File: config.mk
export PLATFORM = sky130hd
export DESIGN_NAME = freq_sweep_ctrl_flat
export DESIGN_NICKNAME = d
export VERILOG_FILES = /design/src/rtl/freq_sweep_pkg.sv /design/src/rtl/freq_sweep_ctrl_if.sv /design/src/rtl/sweep_dwell_timer.sv /design/src/rtl/freq_sweep_ctrl.sv /design/src/flat_wrapper.sv
export SDC_FILE = /design/constraint.sdc
export NUM_CORES = 1
export LEC_CHECK = 0
export ABC_CLOCK_PERIOD_IN_PS = 17300
export BUFFER_PORTS_ARGS = -buffer_cell sky130_fd_sc_hd__buf_2
export CORE_MARGIN = 3
export CORE_UTILIZATION = 50
export CTS_BUF_LIST = sky130_fd_sc_hd__clkbuf_4 sky130_fd_sc_hd__clkbuf_8
export DETAILED_ROUTE_END_ITERATION = 16
export PLACE_DENSITY = 0.69
export SLEW_MARGIN = 20
export SYNTH_ARGS = -nofsm -noshare
export SYNTH_HDL_FRONTEND = slang
export SYNTH_SLANG_ARGS = --single-unit
File: constraint.sdc
create_clock -name sys_clk -period 17.3 [get_ports sys_clk]
set_input_delay 0.865 -clock sys_clk [delete_from_list [all_inputs] [get_ports sys_clk]]
set_output_delay 0.865 -clock sys_clk [all_outputs]
set_load 0.03 [all_outputs]
File: src/rtl/freq_sweep_pkg.sv
// Shared types and constants for the frequency-sweep sequencer.
package freq_sweep_pkg;

    typedef enum logic {ST_IDLE, ST_RUN} sweep_state_t;

    localparam logic [1:0] MODE_SINGLE = 2'b00;
    localparam logic [1:0] MODE_SAW    = 2'b01;
    localparam logic [1:0] MODE_TRI    = 2'b10;

    localparam logic [31:0] STEP_MIN     = 32'd26;
    localparam logic [31:0] STEP_MAX     = 32'd1301505241;
    localparam logic [31:0] DEFAULT_STEP = 32'd26030;

    // Carry bit of the next-point sum/difference marks overflow/borrow.
    typedef logic [32:0] sum33_t;

    function automatic logic [31:0] clamp_step(input logic [31:0] v);
        if (v < STEP_MIN) return STEP_MIN;
        if (v > STEP_MAX) return STEP_MAX;
        return v;
    endfunction

endpackage

File: src/rtl/freq_sweep_ctrl_if.sv
// Config/control inputs and DDS-facing outputs of the sweep sequencer.
interface freq_sweep_ctrl_if #(parameter int DWELL_W = 32);
    logic [31:0]        cfg_start_step;
    logic [31:0]        cfg_stop_step;
    logic [31:0]        cfg_incr;
    logic [DWELL_W-1:0] cfg_dwell;
    logic [1:0]         cfg_mode;
    logic               start;
    logic               abort;
    logic               phase_en;
    logic [31:0]        set_phase_step;
    logic               busy;
    logic               done;

    modport master (
        output cfg_start_step, cfg_stop_step, cfg_incr, cfg_dwell, cfg_mode, start, abort,
        input  phase_en, set_phase_step, busy, done
    );

    modport slave (
        input  cfg_start_step, cfg_stop_step, cfg_incr, cfg_dwell, cfg_mode, start, abort,
        output phase_en, set_phase_step, busy, done
    );
endinterface

File: src/rtl/sweep_dwell_timer.sv
// Loadable down-counter; expire is high while enabled and the count sits at zero.
module sweep_dwell_timer #(
    parameter int DWELL_W = 32
) (
    input  logic               sys_clk,
    input  logic               sys_rst_n,
    input  logic               load,
    input  logic [DWELL_W-1:0] load_val,
    input  logic               en,
    output logic               expire
);
    logic [DWELL_W-1:0] cnt;

    always_ff @(posedge sys_clk or negedge sys_rst_n) begin
        if (!sys_rst_n)
            cnt <= '0;
        else if (load)
            cnt <= load_val;
        else if (en && cnt != '0)
            cnt <= cnt - DWELL_W'(1);
    end

    assign expire = en && (cnt == '0);
endmodule

File: src/rtl/freq_sweep_ctrl.sv
// Frequency-sweep sequencer: steps a phase-increment word lo->hi with a
// per-point dwell, in single, sawtooth or triangle mode.
module freq_sweep_ctrl
    import freq_sweep_pkg::*;
#(
    parameter int DWELL_W = 32
) (
    input  logic            sys_clk,
    input  logic            sys_rst_n,
    freq_sweep_ctrl_if.slave sw
);
    sweep_state_t       state;
    logic [31:0]        lo_q, hi_q, incr_q, cur_q;
    logic [DWELL_W-1:0] dwell_m1_q;
    logic               single_q, tri_q, down_q;
    logic               phase_en_q, busy_q, done_q;
    logic [31:0]        step_q;

    // Configuration as seen on the accepting edge.
    logic               accept, in_swap, in_single, in_tri;
    logic [31:0]        in_lo, in_hi, in_first;
    logic [DWELL_W-1:0] in_dwell_m1;

    assign accept      = (state == ST_IDLE) && sw.start && !sw.abort;
    assign in_swap     = sw.cfg_start_step > sw.cfg_stop_step;
    assign in_lo       = in_swap ? sw.cfg_stop_step  : sw.cfg_start_step;
    assign in_hi       = in_swap ? sw.cfg_start_step : sw.cfg_stop_step;
    assign in_first    = (sw.cfg_incr == '0) ? sw.cfg_start_step : in_lo;
    assign in_dwell_m1 = (sw.cfg_dwell == '0) ? '0 : sw.cfg_dwell - DWELL_W'(1);
    assign in_single   = (sw.cfg_incr == '0) || (sw.cfg_mode == MODE_SINGLE) || (sw.cfg_mode == 2'b11);
    assign in_tri      = !in_single && (sw.cfg_mode == MODE_TRI);

    logic expire, tmr_load;
    assign tmr_load = accept || ((state == ST_RUN) && expire && !sw.abort);

    sweep_dwell_timer #(.DWELL_W(DWELL_W)) u_dwell (
        .sys_clk  (sys_clk),
        .sys_rst_n(sys_rst_n),
        .load     (tmr_load),
        .load_val (accept ? in_dwell_m1 : dwell_m1_q),
        .en       (state == ST_RUN),
        .expire   (expire)
    );

    // Next-point arithmetic; a zero increment always ends the leg after one point.
    sum33_t up_sum, dn_dif;
    logic   up_end, dn_end, fin, nxt_down;
    logic [31:0] nxt;

    assign up_sum = {1'b0, cur_q} + {1'b0, incr_q};
    assign dn_dif = {1'b0, cur_q} - {1'b0, incr_q};
    assign up_end = up_sum[32] || (up_sum[31:0] > hi_q) || (incr_q == '0);
    assign dn_end = dn_dif[32] || (dn_dif[31:0] < lo_q);

    always_comb begin
        fin      = 1'b0;
        nxt      = cur_q;
        nxt_down = down_q;
        if (!down_q) begin
            if (!up_end)       nxt = up_sum[31:0];
            else if (single_q) fin = 1'b1;
            else if (!tri_q)   nxt = lo_q;
            else if (!dn_end) begin
                nxt      = dn_dif[31:0];
                nxt_down = 1'b1;
            end
            // Triangle with a single point that fits: keep re-emitting it.
        end else if (!dn_end) begin
            nxt = dn_dif[31:0];
        end else begin
            nxt      = up_sum[31:0];
            nxt_down = 1'b0;
        end
    end

    always_ff @(posedge sys_clk or negedge sys_rst_n) begin
        if (!sys_rst_n) begin
            state      <= ST_IDLE;
            lo_q       <= '0;
            hi_q       <= '0;
            incr_q     <= '0;
            cur_q      <= '0;
            dwell_m1_q <= '0;
            single_q   <= 1'b1;
            tri_q      <= 1'b0;
            down_q     <= 1'b0;
            phase_en_q <= 1'b0;
            busy_q     <= 1'b0;
            done_q     <= 1'b0;
            step_q     <= DEFAULT_STEP;
        end else begin
            phase_en_q <= 1'b0;
            done_q     <= 1'b0;
            case (state)
                ST_IDLE: if (accept) begin
                    lo_q       <= in_lo;
                    hi_q       <= in_hi;
                    incr_q     <= sw.cfg_incr;
                    dwell_m1_q <= in_dwell_m1;
                    single_q   <= in_single;
                    tri_q      <= in_tri;
                    down_q     <= 1'b0;
                    cur_q      <= in_first;
                    step_q     <= clamp_step(in_first);
                    phase_en_q <= 1'b1;
                    busy_q     <= 1'b1;
                    state      <= ST_RUN;
                end
                ST_RUN: if (sw.abort) begin
                    busy_q <= 1'b0;
                    state  <= ST_IDLE;
                end else if (expire) begin
                    if (fin) begin
                        busy_q <= 1'b0;
                        done_q <= 1'b1;
                        state  <= ST_IDLE;
                    end else begin
                        cur_q      <= nxt;
                        down_q     <= nxt_down;
                        step_q     <= clamp_step(nxt);
                        phase_en_q <= 1'b1;
                    end
                end
                default: state <= ST_IDLE;
            endcase
        end
    end

    assign sw.phase_en       = phase_en_q;
    assign sw.set_phase_step = step_q;
    assign sw.busy           = busy_q;
    assign sw.done           = done_q;
endmodule

File: src/flat_wrapper.sv
// flat-port wrapper written by rule: the top's interface ports become plain ports
module freq_sweep_ctrl_flat import freq_sweep_pkg::*;
#(
    parameter int DWELL_W = 32
)
  (sys_clk, sys_rst_n, sw_cfg_start_step, sw_cfg_stop_step, sw_cfg_incr, sw_cfg_dwell, sw_cfg_mode, sw_start, sw_abort, sw_phase_en, sw_set_phase_step, sw_busy, sw_done);
  freq_sweep_ctrl_if #(.DWELL_W(DWELL_W)) sw_i ();
  input  logic sys_clk;
  input  logic sys_rst_n;
  input wire logic [$bits(sw_i.cfg_start_step)-1:0] sw_cfg_start_step;
  input wire logic [$bits(sw_i.cfg_stop_step)-1:0] sw_cfg_stop_step;
  input wire logic [$bits(sw_i.cfg_incr)-1:0] sw_cfg_incr;
  input wire logic [$bits(sw_i.cfg_dwell)-1:0] sw_cfg_dwell;
  input wire logic [$bits(sw_i.cfg_mode)-1:0] sw_cfg_mode;
  input wire logic [$bits(sw_i.start)-1:0] sw_start;
  input wire logic [$bits(sw_i.abort)-1:0] sw_abort;
  output wire logic [$bits(sw_i.phase_en)-1:0] sw_phase_en;
  output wire logic [$bits(sw_i.set_phase_step)-1:0] sw_set_phase_step;
  output wire logic [$bits(sw_i.busy)-1:0] sw_busy;
  output wire logic [$bits(sw_i.done)-1:0] sw_done;
  assign sw_i.cfg_start_step = sw_cfg_start_step;
  assign sw_i.cfg_stop_step = sw_cfg_stop_step;
  assign sw_i.cfg_incr = sw_cfg_incr;
  assign sw_i.cfg_dwell = sw_cfg_dwell;
  assign sw_i.cfg_mode = sw_cfg_mode;
  assign sw_i.start = sw_start;
  assign sw_i.abort = sw_abort;
  assign sw_phase_en = sw_i.phase_en;
  assign sw_set_phase_step = sw_i.set_phase_step;
  assign sw_busy = sw_i.busy;
  assign sw_done = sw_i.done;
  freq_sweep_ctrl #(.DWELL_W(DWELL_W)) u_core (.sys_clk(sys_clk), .sys_rst_n(sys_rst_n), .sw(sw_i));
endmodule
Word level (Yosys, flattened, before mapping)
Index checks and enable logic that the tools add are counted.
- bits in registers: 231
- output and inout port bits: 35
- logic and storage cells: 138
- add/subtract/negate cells: 4
- $lt $le $gt $ge: 7
- equality and inequality tests: 8
- mux-type cells: 79
- bitwise gates (word level): 1
- reductions and logical operators: 25
- operators by type and width (operator ; count):
    32-bit two-way mux ; 29
    32-bit zero test ; 4
    32-bit case mux with 2 select lines ; 2
    32-bit by 31-bit > comparator with 1-bit output (second input constant) ; 2
    32-bit > comparator ; 2
    32-bit by 5-bit < comparator with 1-bit output (second input constant) ; 2
    32-bit by 1-bit subtractor with 32-bit output (second input constant) ; 2
    1-bit two-way mux ; 44
    32-bit by 32-bit adder with 33-bit output ; 1
    32-bit by 32-bit subtractor with 33-bit output ; 1
    32-bit < comparator ; 1
    32-bit nonzero test ; 1
    1-bit case mux with 2 select lines ; 4
    1-bit logical AND ; 7
    1-bit logical OR ; 6
    2-bit inequality test (second input constant) ; 3
    3-bit inequality test (second input constant) ; 2
    2-bit equality test (second input constant) ; 2
    4-bit AND reduction ; 1
    3-bit AND reduction ; 1
    1-bit zero test ; 2
    2-bit zero test ; 1
    2-bit by 1-bit inequality test with 1-bit output (second input constant) ; 1
    2-bit AND reduction ; 1
    2 further kinds ; 2

Longest topological paths before layout
Gate-level depths: netlist of run 1.
- word-level depth: 25
- mapped depth: 30
- depth with buffers taken out: 25

Cells and area by module
Synthesis of run 1 repeated with hierarchy kept, for this count alone.
- cell total of the unflattened synthesis: 2706
- area total of the unflattened synthesis: 20967.6 sq um
- modules (own cells, without submodules) (module ; instances ; cells each ; area an instance (sq um) ; seq. area each (sq um)):
    freq_sweep_ctrl ; 1 ; 2468 ; 18905.6 ; 4992.3
    sweep_dwell_timer ; 1 ; 238 ; 2062.0 ; 800.8

Worst setup path after synthesis of run 1
Ideal clock, no wire load.
- path kind: flip-flop to flip-flop
- start: register u_core.incr_q[0]
- end: register u_core.step_q[27] (netlist: u_core.sw.set_phase_step[27])
- library setup time: 126 ps
- arrival: 6257 ps
- data required time: 17174 ps
- path slack: 10917 ps
- stages on the path, launching flop included: 28
- path buffers: 3
- cell sequence: dfrtp_1 > ha_1 > fa_1 > nor2b_1 > o311ai_2 > a211o_1 > a21oi_2 > or4_1 > a311oi_2 > xnor2_1 > inv_1 > ha_1 > nand4_1 > nor4_1 > o21ai_0 > a31oi_1 > o31a_1 > nor2_4 > buf_4 > a32oi_1 > o31a_1 > nand4_1 > or4_1 > o41a_1 > buf_6 > buf_6 > o31ai_2 > a21oi_1
- word-level cells in the longest chain between the ends: 21
- RTL lines (item ; RTL line ; RTL):
    start: declaration ; freq_sweep_ctrl.sv:13 ; logic [31:0] lo_q, hi_q, incr_q, cur_q;
    start signal: assignment ; freq_sweep_ctrl.sv:98 ; incr_q <= sw.cfg_incr;
    32-bit by 32-bit subtractor with 33-bit output ; freq_sweep_ctrl.sv:51 ; assign dn_dif = {1'b0, cur_q} - {1'b0, incr_q};
    32-bit < comparator ; freq_sweep_ctrl.sv:53 ; assign dn_end = dn_dif[32] || (dn_dif[31:0] < lo_q);
    1-bit logical OR ; freq_sweep_ctrl.sv:53 ;
    32-bit two-way mux ; freq_sweep_ctrl.sv:63 ; else if (!dn_end) begin
    32-bit two-way mux ; freq_sweep_ctrl.sv:62 ; else if (!tri_q) nxt = lo_q;
    32-bit two-way mux ; freq_sweep_ctrl.sv:61 ; else if (single_q) fin = 1'b1;
    32-bit two-way mux ; freq_sweep_ctrl.sv:60 ; if (!up_end) nxt = up_sum[31:0];
    32-bit two-way mux ; freq_sweep_ctrl.sv:59 ; if (!down_q) begin
    [5 not listed] ; -- ;
    1-bit two-way mux ; freq_sweep_ctrl.sv:109 ; ST_RUN: if (sw.abort) begin
    1-bit two-way mux ; freq_sweep_ctrl.sv:94 ; case (state)
    32-bit two-way mux ; freq_sweep_pkg.sv:20 ; return v;
    32-bit two-way mux ; freq_sweep_pkg.sv:19 ; if (v > STEP_MAX) return STEP_MAX;
    32-bit two-way mux ; freq_sweep_ctrl.sv:113 ; if (fin) begin
    32-bit two-way mux ; freq_sweep_ctrl.sv:112 ; end else if (expire) begin
    32-bit two-way mux ; freq_sweep_ctrl.sv:109 ;
    32-bit case mux with 2 select lines ; freq_sweep_ctrl.sv:94 ;
    end signal: assignment ; freq_sweep_ctrl.sv:104 ; step_q <= clamp_step(in_first);
    end signal: assignment ; freq_sweep_ctrl.sv:120 ; step_q <= clamp_step(nxt);
    end: declaration ; freq_sweep_ctrl.sv:17 ; logic [31:0] step_q;
Parallel ways exist; a longest one is shown, timed or not. The select of a mux whose other input is x is not followed.
A chain may end at the register's enable or synchronous reset.

Worst setup path after layout of run 1
- start: register u_core.incr_q[20]
- end: register u_core.step_q[6] (netlist: u_core.sw.set_phase_step[6])
The elaborated chain is that of the path after synthesis.

==> reports/metrics.yaml, run 1 <==
floorplan:
  die-area_um2: 43700
  die_w_um: 209
  ioPinCount: 169
  coreArea_um2: 40200
  num_rows: 73
  die_h_um: 209
  start_util: 0.513
yosys:
  postSynthAreaPerCell_um2: 7.73
  yosysUniqueCellTypes: 102
  synthFlopType: "dfrtp_1"
  syn_inst: 2668
  ys_seq_area_frac: 0.281
  ys_warn_count: 0
  syn_area_um2: 20600
  synth_edf_count: 0
  synth_nets: 2965
  synth-seq-cells: 231
  synth-async-reset-ratio: 1.00
sta:
  max_slew_margin: 0.318
  post-route-min-period_ns: 9.40
  rsz0062_at_grt: "no"
  fmax_ghz: 0.106
  hold_viol_final: 0
  tightestPinTransition_ns: 1.02
  drv_slew: 0
  setup_viol: 0
  fin_crit_sh: 0.543
  setup-tns-final_ns: 0
  finalClockSkew_ns: 0.0395
global_route:
  busiest_layer: "met2"
  grt_remaining_overflow: 0
  grt_util_met2: 0.575
  grt_pass1_wl_um: 121000
  antenna_found_initial: 0
  grt_max_degree: 109
  grt_pass1_vias: 20000
  use_met3: 0.0572
  grt.total_usage: 0.356
  grt_use_met1: 0.470
worst_setup_path:
  r2r_end: "u_core.sw.set_phase_step[6]"
  reg2reg_slack_ns: 7.90
  end_kind: "flop"
  cp-start-kind: "flop"
  cp_top_family: "compound AO/OA/AOI/OAI gates"
  cp.arrival_ns: 9.87
  slowest_stage: "nor4_1"
  crit_chain: "inv_1 > ha_1 > nor2b_1 > nor2_1 > nor3_1 > a211oi_1 > nand2_1 > o311ai_1 > ha_1 > nand4_1 > nor4_1 > nand4_1 > a2111o_1 > o31a_1 > o21ai_2 > o221ai_1 > nand4b_1 > or4_1 > o41a_1 > o31ai_1 > a21oi_1"
  crit_buf_inv: 1
  crit_fanout: 19
  r2r_start: "u_core.incr_q[20]"
  crit_required_ns: 17.77
  cp.depth: 21
  reg2reg_depth: 21
  slowest_delay_ns: 0.84
  worstSetupPathType: "flop to flop"
detailed_routing:
  vias_per_cell: 6.40
  dr.pass1.iters: 6
  wl_per_cell_um: 24.4
  via_count: 21200
  routed_wl_um: 80700
  drtIter0Drc: 2279
  antenna_left: 0
  drc: 0
worst_hold_path:
  hold_class: "primary input to async pin"
clock_tree:
  cts_root_buf: "clkbuf_8"
  clk_pin_slew_ns: 0.06
  cts_buffer_depth: 3
  holdBufCountCts: 0
  cts_tree: "built"
  worstSkewPairLatency_ns: 0.64
  cts_resized: 0
  cts_buffers: 43
  cts_sinks: 231
  htreeDepth: 2
  post_cts_buffers: 0
run_status:
  status: "completed"
pwr:
  clkPwrFrac: 0.107
  power_density_nw_per_um2: 221
  seqPwrFrac: 0.174
  p_leak_uw: 0.00999
  peakVddDrop_mv: 0.118
  p_int_uw: 2140
  switching_share: 0.570
  combPwrFrac: 0.719
  power.net_switching_uw: 2840
flow_run:
  cap_violations: 0
placed_design:
  dpl.hpwl_um: 63200
  place_congestion: 1.03
  portBuffers: 168
final_layout:
  layout_common_cells: "342 x nand2_1, 271 x o21ai_0, 221 x dfrtp_1"
  layout.nets: 3056
  syn2layout_area_growth_pct: 9.35
  n_antenna_cell: 0
  fin_util: 0.561
  final_common_cell: "nand2_1"
  drive_above_1_share: 0.127
-- worst max-delay path by stage --
stage	from	end	slack, ns
floorplan	u_core.incr_q[0]	u_core.sw.set_phase_step[27]	10.92
global placement	u_core.incr_q[20]	u_core.sw.set_phase_step[20]	8.36
detailed placement	u_core.incr_q[20]	u_core.sw.set_phase_step[17]	8.30
CTS	u_core.incr_q[20]	u_core.sw.set_phase_step[17]	8.19
global route	u_core.incr_q[20]	u_core.sw.set_phase_step[6]	7.53
finish	u_core.incr_q[20]	u_core.sw.set_phase_step[6]	7.90
-- synthesized netlist by cell type (all sizes together) (16+ instances only) --
cell type / n / area, µm²
nand2b: 22 / 138
mux2i: 50 / 500
nor3: 68 / 362
a211oi: 30 / 225
xnor2: 74 / 648
nor4: 61 / 394
nor2: 217 / 827
o211ai: 38 / 299
clkbuf: 93 / 350
nand2: 346 / 1300
ha: 161 / 2010
a31oi: 26 / 163
nand3: 44 / 225
xor2: 20 / 175
or4: 20 / 158
buf: 55 / 329
or3: 26 / 163
o31ai: 24 / 204
nand4: 53 / 332
dfrtp: 221 / 5530
or2: 16 / 100
a21oi: 215 / 1090
a21o: 26 / 195
nor2b: 25 / 156
o21ai: 292 / 1510
inv: 187 / 702
-- routing by layer --
metal	up-vias	part of all wire
li1	9850	-
met1	10200	0.41
met2	970	0.46
met3	197	0.082
met4	0	0.052
met5	-	0
-- logic make-up (layout without fill, tap and decap cells) --
group,count (synthesis),count (layout),share of synthesized area
fa+ha+maj,163,163,0.0997
simple gates,938,938,0.218
buf+inv,337,455,0.0674
xor+xnor,94,94,0.0399
compound gates,844,844,0.264
flops,231,231,0.281
mux,61,61,0.0303
-- through the flow --
| step | worst slack [ns] | power [µW] | instances | instance area, µm² | hold WS (ns) |
|---|---|---|---|---|---|
| after global routing | 7.53 | 5250 | 3311 | 22500 | 0.304 |
| after detailed placement | 8.30 | 4300 | 3238 | 21700 | 0.468 |
| after CTS | 8.19 | 4870 | 3310 | 22500 | 0.264 |
| after global placement | 8.36 | 4290 | 3238 | 21700 | 0.466 |
| after floorplan | 10.92 | 3200 | 2668 | 20600 | 0.450 |
| final | 7.90 | 4970 | 3311 | 22500 | 0.245 |
-- state kept, by name, indices dropped and copies added (netlist names) --
| name | cells |
|---|---|
| u_core.cur_q | 32 |
| u_core.dwell_m1_q | 32 |
| u_core.hi_q | 32 |
| u_core.incr_q | 32 |
| u_core.lo_q | 32 |
| u_core.sw.set_phase_step | 32 |
| u_core.u_dwell.cnt | 32 |
| u_core.down_q | 1 |
| u_core.single_q | 1 |
| u_core.state | 1 |
| u_core.sw.busy | 1 |
| u_core.sw.done | 1 |
| u_core.sw.phase_en | 1 |
| u_core.tri_q | 1 |
-- power by group through the flow --
stage	Clock (µW)	Combinational, µW	Sequential (µW)
floorplan	0	2350	852
global placement	0	3430	863
global route	568	3800	876
detailed placement	0	3440	866
CTS	545	3460	859
finish	534	3570	865
-- area by class of cell --
type,instances,area [µm²]
fill,3910,17600
multi-input combinational,2100,13500
sequential,231,5790
timing repair buffer,194,1060
clock buffer,65,782
inverter,189,709
tap,525,657
clock inverter,7,52.6
Note: power is estimated with default switching activity, not from simulation.
==> run 2, diff against run 1 <==
--- a/config.mk
+++ b/config.mk
@@ -5,13 +5,14 @@
 export SDC_FILE = /design/constraint.sdc
 export NUM_CORES = 1
 export LEC_CHECK = 0
-export ABC_CLOCK_PERIOD_IN_PS = 17300
+export ABC_AREA = 1
+export ABC_CLOCK_PERIOD_IN_PS = 9800
 export BUFFER_PORTS_ARGS = -buffer_cell sky130_fd_sc_hd__buf_2
 export CORE_MARGIN = 3
 export CORE_UTILIZATION = 50
 export CTS_BUF_LIST = sky130_fd_sc_hd__clkbuf_4 sky130_fd_sc_hd__clkbuf_8
 export DETAILED_ROUTE_END_ITERATION = 16
-export PLACE_DENSITY = 0.69
+export PLACE_DENSITY = 0.68
 export SLEW_MARGIN = 20
 export SYNTH_ARGS = -nofsm -noshare
 export SYNTH_HDL_FRONTEND = slang
==> constraint.sdc (replaced) <==
create_clock -name sys_clk -period 9.8 [get_ports sys_clk]
set_input_delay 0.49 -clock sys_clk [delete_from_list [all_inputs] [get_ports sys_clk]]
set_output_delay 0.49 -clock sys_clk [all_outputs]
set_load 0.03 [all_outputs]
==> run 2 against run 1 <==
Die area grew 5.9%. Critical path depth grew 9. Routed wire length grew 7.0%. Core utilization shrank 0.11 points. First-iteration DRC count grew 4.7%. Largest cell class unchanged. Critical path type unchanged. Area after synthesis grew 6.1%. Global-route usage grew 0.90 points. Sequential power grew 84%. Combinational power grew 95%.
==> reports/metrics.yaml, run 2 <==
flow_run:
  cap_violations: 0  # unchanged
sta:
  drv_slew: 0  # unchanged
  finalClockSkew_ns: 0.0222  # -0.0173 ns
  rsz0062_at_grt: "no"
  fmax_ghz: 0.145  # +36%
  max_slew_margin: 0.280  # -0.0372
  fin_crit_sh: 0.706  # +0.162
  setup-tns-final_ns: 0  # unchanged
  tightestPinTransition_ns: 1.08  # +0.0544 ns
  hold_viol_final: 0  # unchanged
  post-route-min-period_ns: 6.91  # -2.49 ns
  setup_viol: 0  # unchanged
yosys:
  synth_nets: 3723  # +26%
  postSynthAreaPerCell_um2: 6.38  # -17%
  synth_top_area_frac: 0.253  # -0.0153
  yosysTopAreaCell: "dfrtp_1"
  synth_most_common_cell: "nand2_1"
  ys_warn_count: 0  # unchanged
  synth_area_leaders: "dfrtp_1 25%, nand2_1 16%, ha_1 9.2%"
  synth_edf_count: 0  # unchanged
  syn_inst: 3426  # +28%
  ys_seq_area_frac: 0.265  # -0.0161
  synth-async-reset-ratio: 1.00  # unchanged
  syn_area_um2: 21900  # +6.1%
  synthFlopType: "dfrtp_1"
  synth-seq-cells: 231  # unchanged
  yosysUniqueCellTypes: 62  # -39%
  synth_common_cells: "946 x nand2_1, 483 x inv_1, 312 x nor2_1"
clock_tree:
  cts_tree: "built"
  post_cts_buffers: 0  # unchanged
  clk_pin_slew_ns: 0.06  # about the same
  cts_root_buf: "clkbuf_8"
  cts_buffer_depth: 3  # unchanged
  cts_buffers: 44  # +2.3%
  cts_sinks: 231  # unchanged
  worstSkewPairLatency_ns: 0.64  # about the same
  htreeDepth: 2  # unchanged
worst_setup_path:
  crit_required_ns: 10.32  # -7.45 ns
  slowest_delay_ns: 0.57  # -0.27 ns
  slowest_stage: "ha_1"
  crit_fanout: 51  # +32
  cp.arrival_ns: 7.44  # -2.43 ns
  worstSetupPathType: "flop to flop"
  cp_common_cell: "nand2_1"
  cp-start-kind: "flop"
  end_kind: "flop"
detailed_routing:
  wl_per_cell_um: 20.9  # -14%
  routed_wl_um: 86400  # +7.0%
  dr.pass1.iters: 6  # unchanged
  drtIter0Drc: 2385  # +4.7%
  via_count: 23500  # +11%
  vias_per_cell: 5.69  # -11%
  drc: 0  # unchanged
  antenna_left: 0  # unchanged
final_layout:
  n_antenna_cell: 0  # unchanged
  fin_util: 0.560  # -0.00107
  syn2layout_area_growth_pct: 9.09
  layout.nets: 3823  # +25%
  layout.area.seq_um2: 5790  # about the same
  n_fill_cell: 4382  # +12%
  layout_common_cells: "946 x nand2_1, 483 x inv_1, 312 x nor2_1"
  final_common_cell: "nand2_1"
  drive_above_1_share: 0.115  # -0.0127
  multi_input_area_um2: 13400  # -0.65%
global_route:
  grt_remaining_overflow: 0  # unchanged
  busiest_layer: "met2"
  grt.total_usage: 0.365  # +0.00902
  antenna_found_initial: 2  # +2
  grt_pass1_wl_um: 131000  # +9.0%
  grt_util_met2: 0.543  # -0.0321
  grt_use_met1: 0.527  # +0.0572
  grt_max_degree: 92  # -16%
  grt_pass1_vias: 22300  # +11%
  use_met3: 0.0763  # +0.0191
floorplan:
  num_rows: 75  # +2.7%
  ioPinCount: 169  # unchanged
  die-area_um2: 46300  # +5.9%
  die_h_um: 215  # +2.9%
  start_util: 0.513  # about the same
  die_w_um: 215  # +2.9%
  coreArea_um2: 42600  # +6.0%
worst_hold_path:
  hold_class: "primary input to flop"
placed_design:
  dpl.hpwl_um: 67600  # +6.9%
  portBuffers: 168  # unchanged
  place_congestion: 1.01  # -2.0%
run_status:
  status: "completed"
pwr:
  peakVddDrop_mv: 0.224  # +90%
  p_leak_uw: 0.0125  # +25%
  power_density_nw_per_um2: 405  # +84%
==> run 2: timing repair <==
item	CTS	global route
hold buffers	1	0
hold endpoints to repair	88	0
resized for setup	0	0
==> run 2: cell type report <==
cell class                 count  share of cell area
clock buffer                  67              0.0353
clock inverter                10             0.00630
inverter                     519              0.0819
multi-input combinational   2544               0.562
sequential                   231               0.243
tap                          577              0.0303
timing repair buffer         186              0.0416
==> run 2: report_power, final <==
part	switching (µW)	total [µW]	internal [µW]
clock network	478	1110	630
registers	325	1590	1260
logic	5010	6970	1960
total	5810	9660	3850
==> run 2: kinds of logic (layout without fill, tap and decap cells) <==
family	Yosys count	after routing	synth area share
and+or+nand+nor	1635	1635	0.320
AOI/OAI and AO/OA	656	656	0.162
buffers and inverters	651	782	0.122
DFF	231	231	0.265
adders and majority gates	163	163	0.0940
xor gates and xnor gates	86	86	0.0345
muxes	4	4	0.00195
==> run 2: final timing paths <==
path	endpoint	start	slack [ns]	cells past startpoint
setup / recovery	u_core.sw.set_phase_step[4]	u_core.cur_q[17]	2.89	30
hold / removal	u_core.incr_q[11]	sw_cfg_incr[11]	0.07	3
setup reg to reg	u_core.sw.set_phase_step[4]	u_core.cur_q[17]	2.89	30
hold reg to reg	u_core.sw.set_phase_step[3]	u_core.sw.set_phase_step[3]	0.48	2
max in group asynchronous	u_core.hi_q[17]	sys_rst_n	7.84	3
min in group asynchronous	u_core.incr_q[6]	sys_rst_n	0.51	2
==> run 2: layer usage <==
layer	part of all wire	wire, µm
met5	0.00014	12
met4	0.035	2980
met3	0.10	8800
met2	0.42	36300
met1	0.44	38300
==> run 2: stage by stage <==
step           hold slack, ns  total power [µW]  std cells  cell area [µm²]  setup WS (ns)
2_1_floorplan           0.194              6380       3426            21900           5.43
3_5_place_dp            0.472              8300       4056            22800           3.20
6_report               0.0722              9660       4134            23800           2.89
5_1_grt                0.0763             10400       4134            23800           2.64
4_1_cts                0.0333              9460       4134            23800           3.14
3_3_place_gp            0.469              8230       4056            22800           3.20
==> run 2: critical path, delay by kind of cell, from the launching register on <==
kind,cells,cell delay (ns)
AND/OR/NAND/NOR,24,4.54
adder cells (fa/ha/maj),2,0.87
flip-flops,1,0.49
AO/OA/AOI/OAI,2,0.43
buffers and inverters,2,0.41
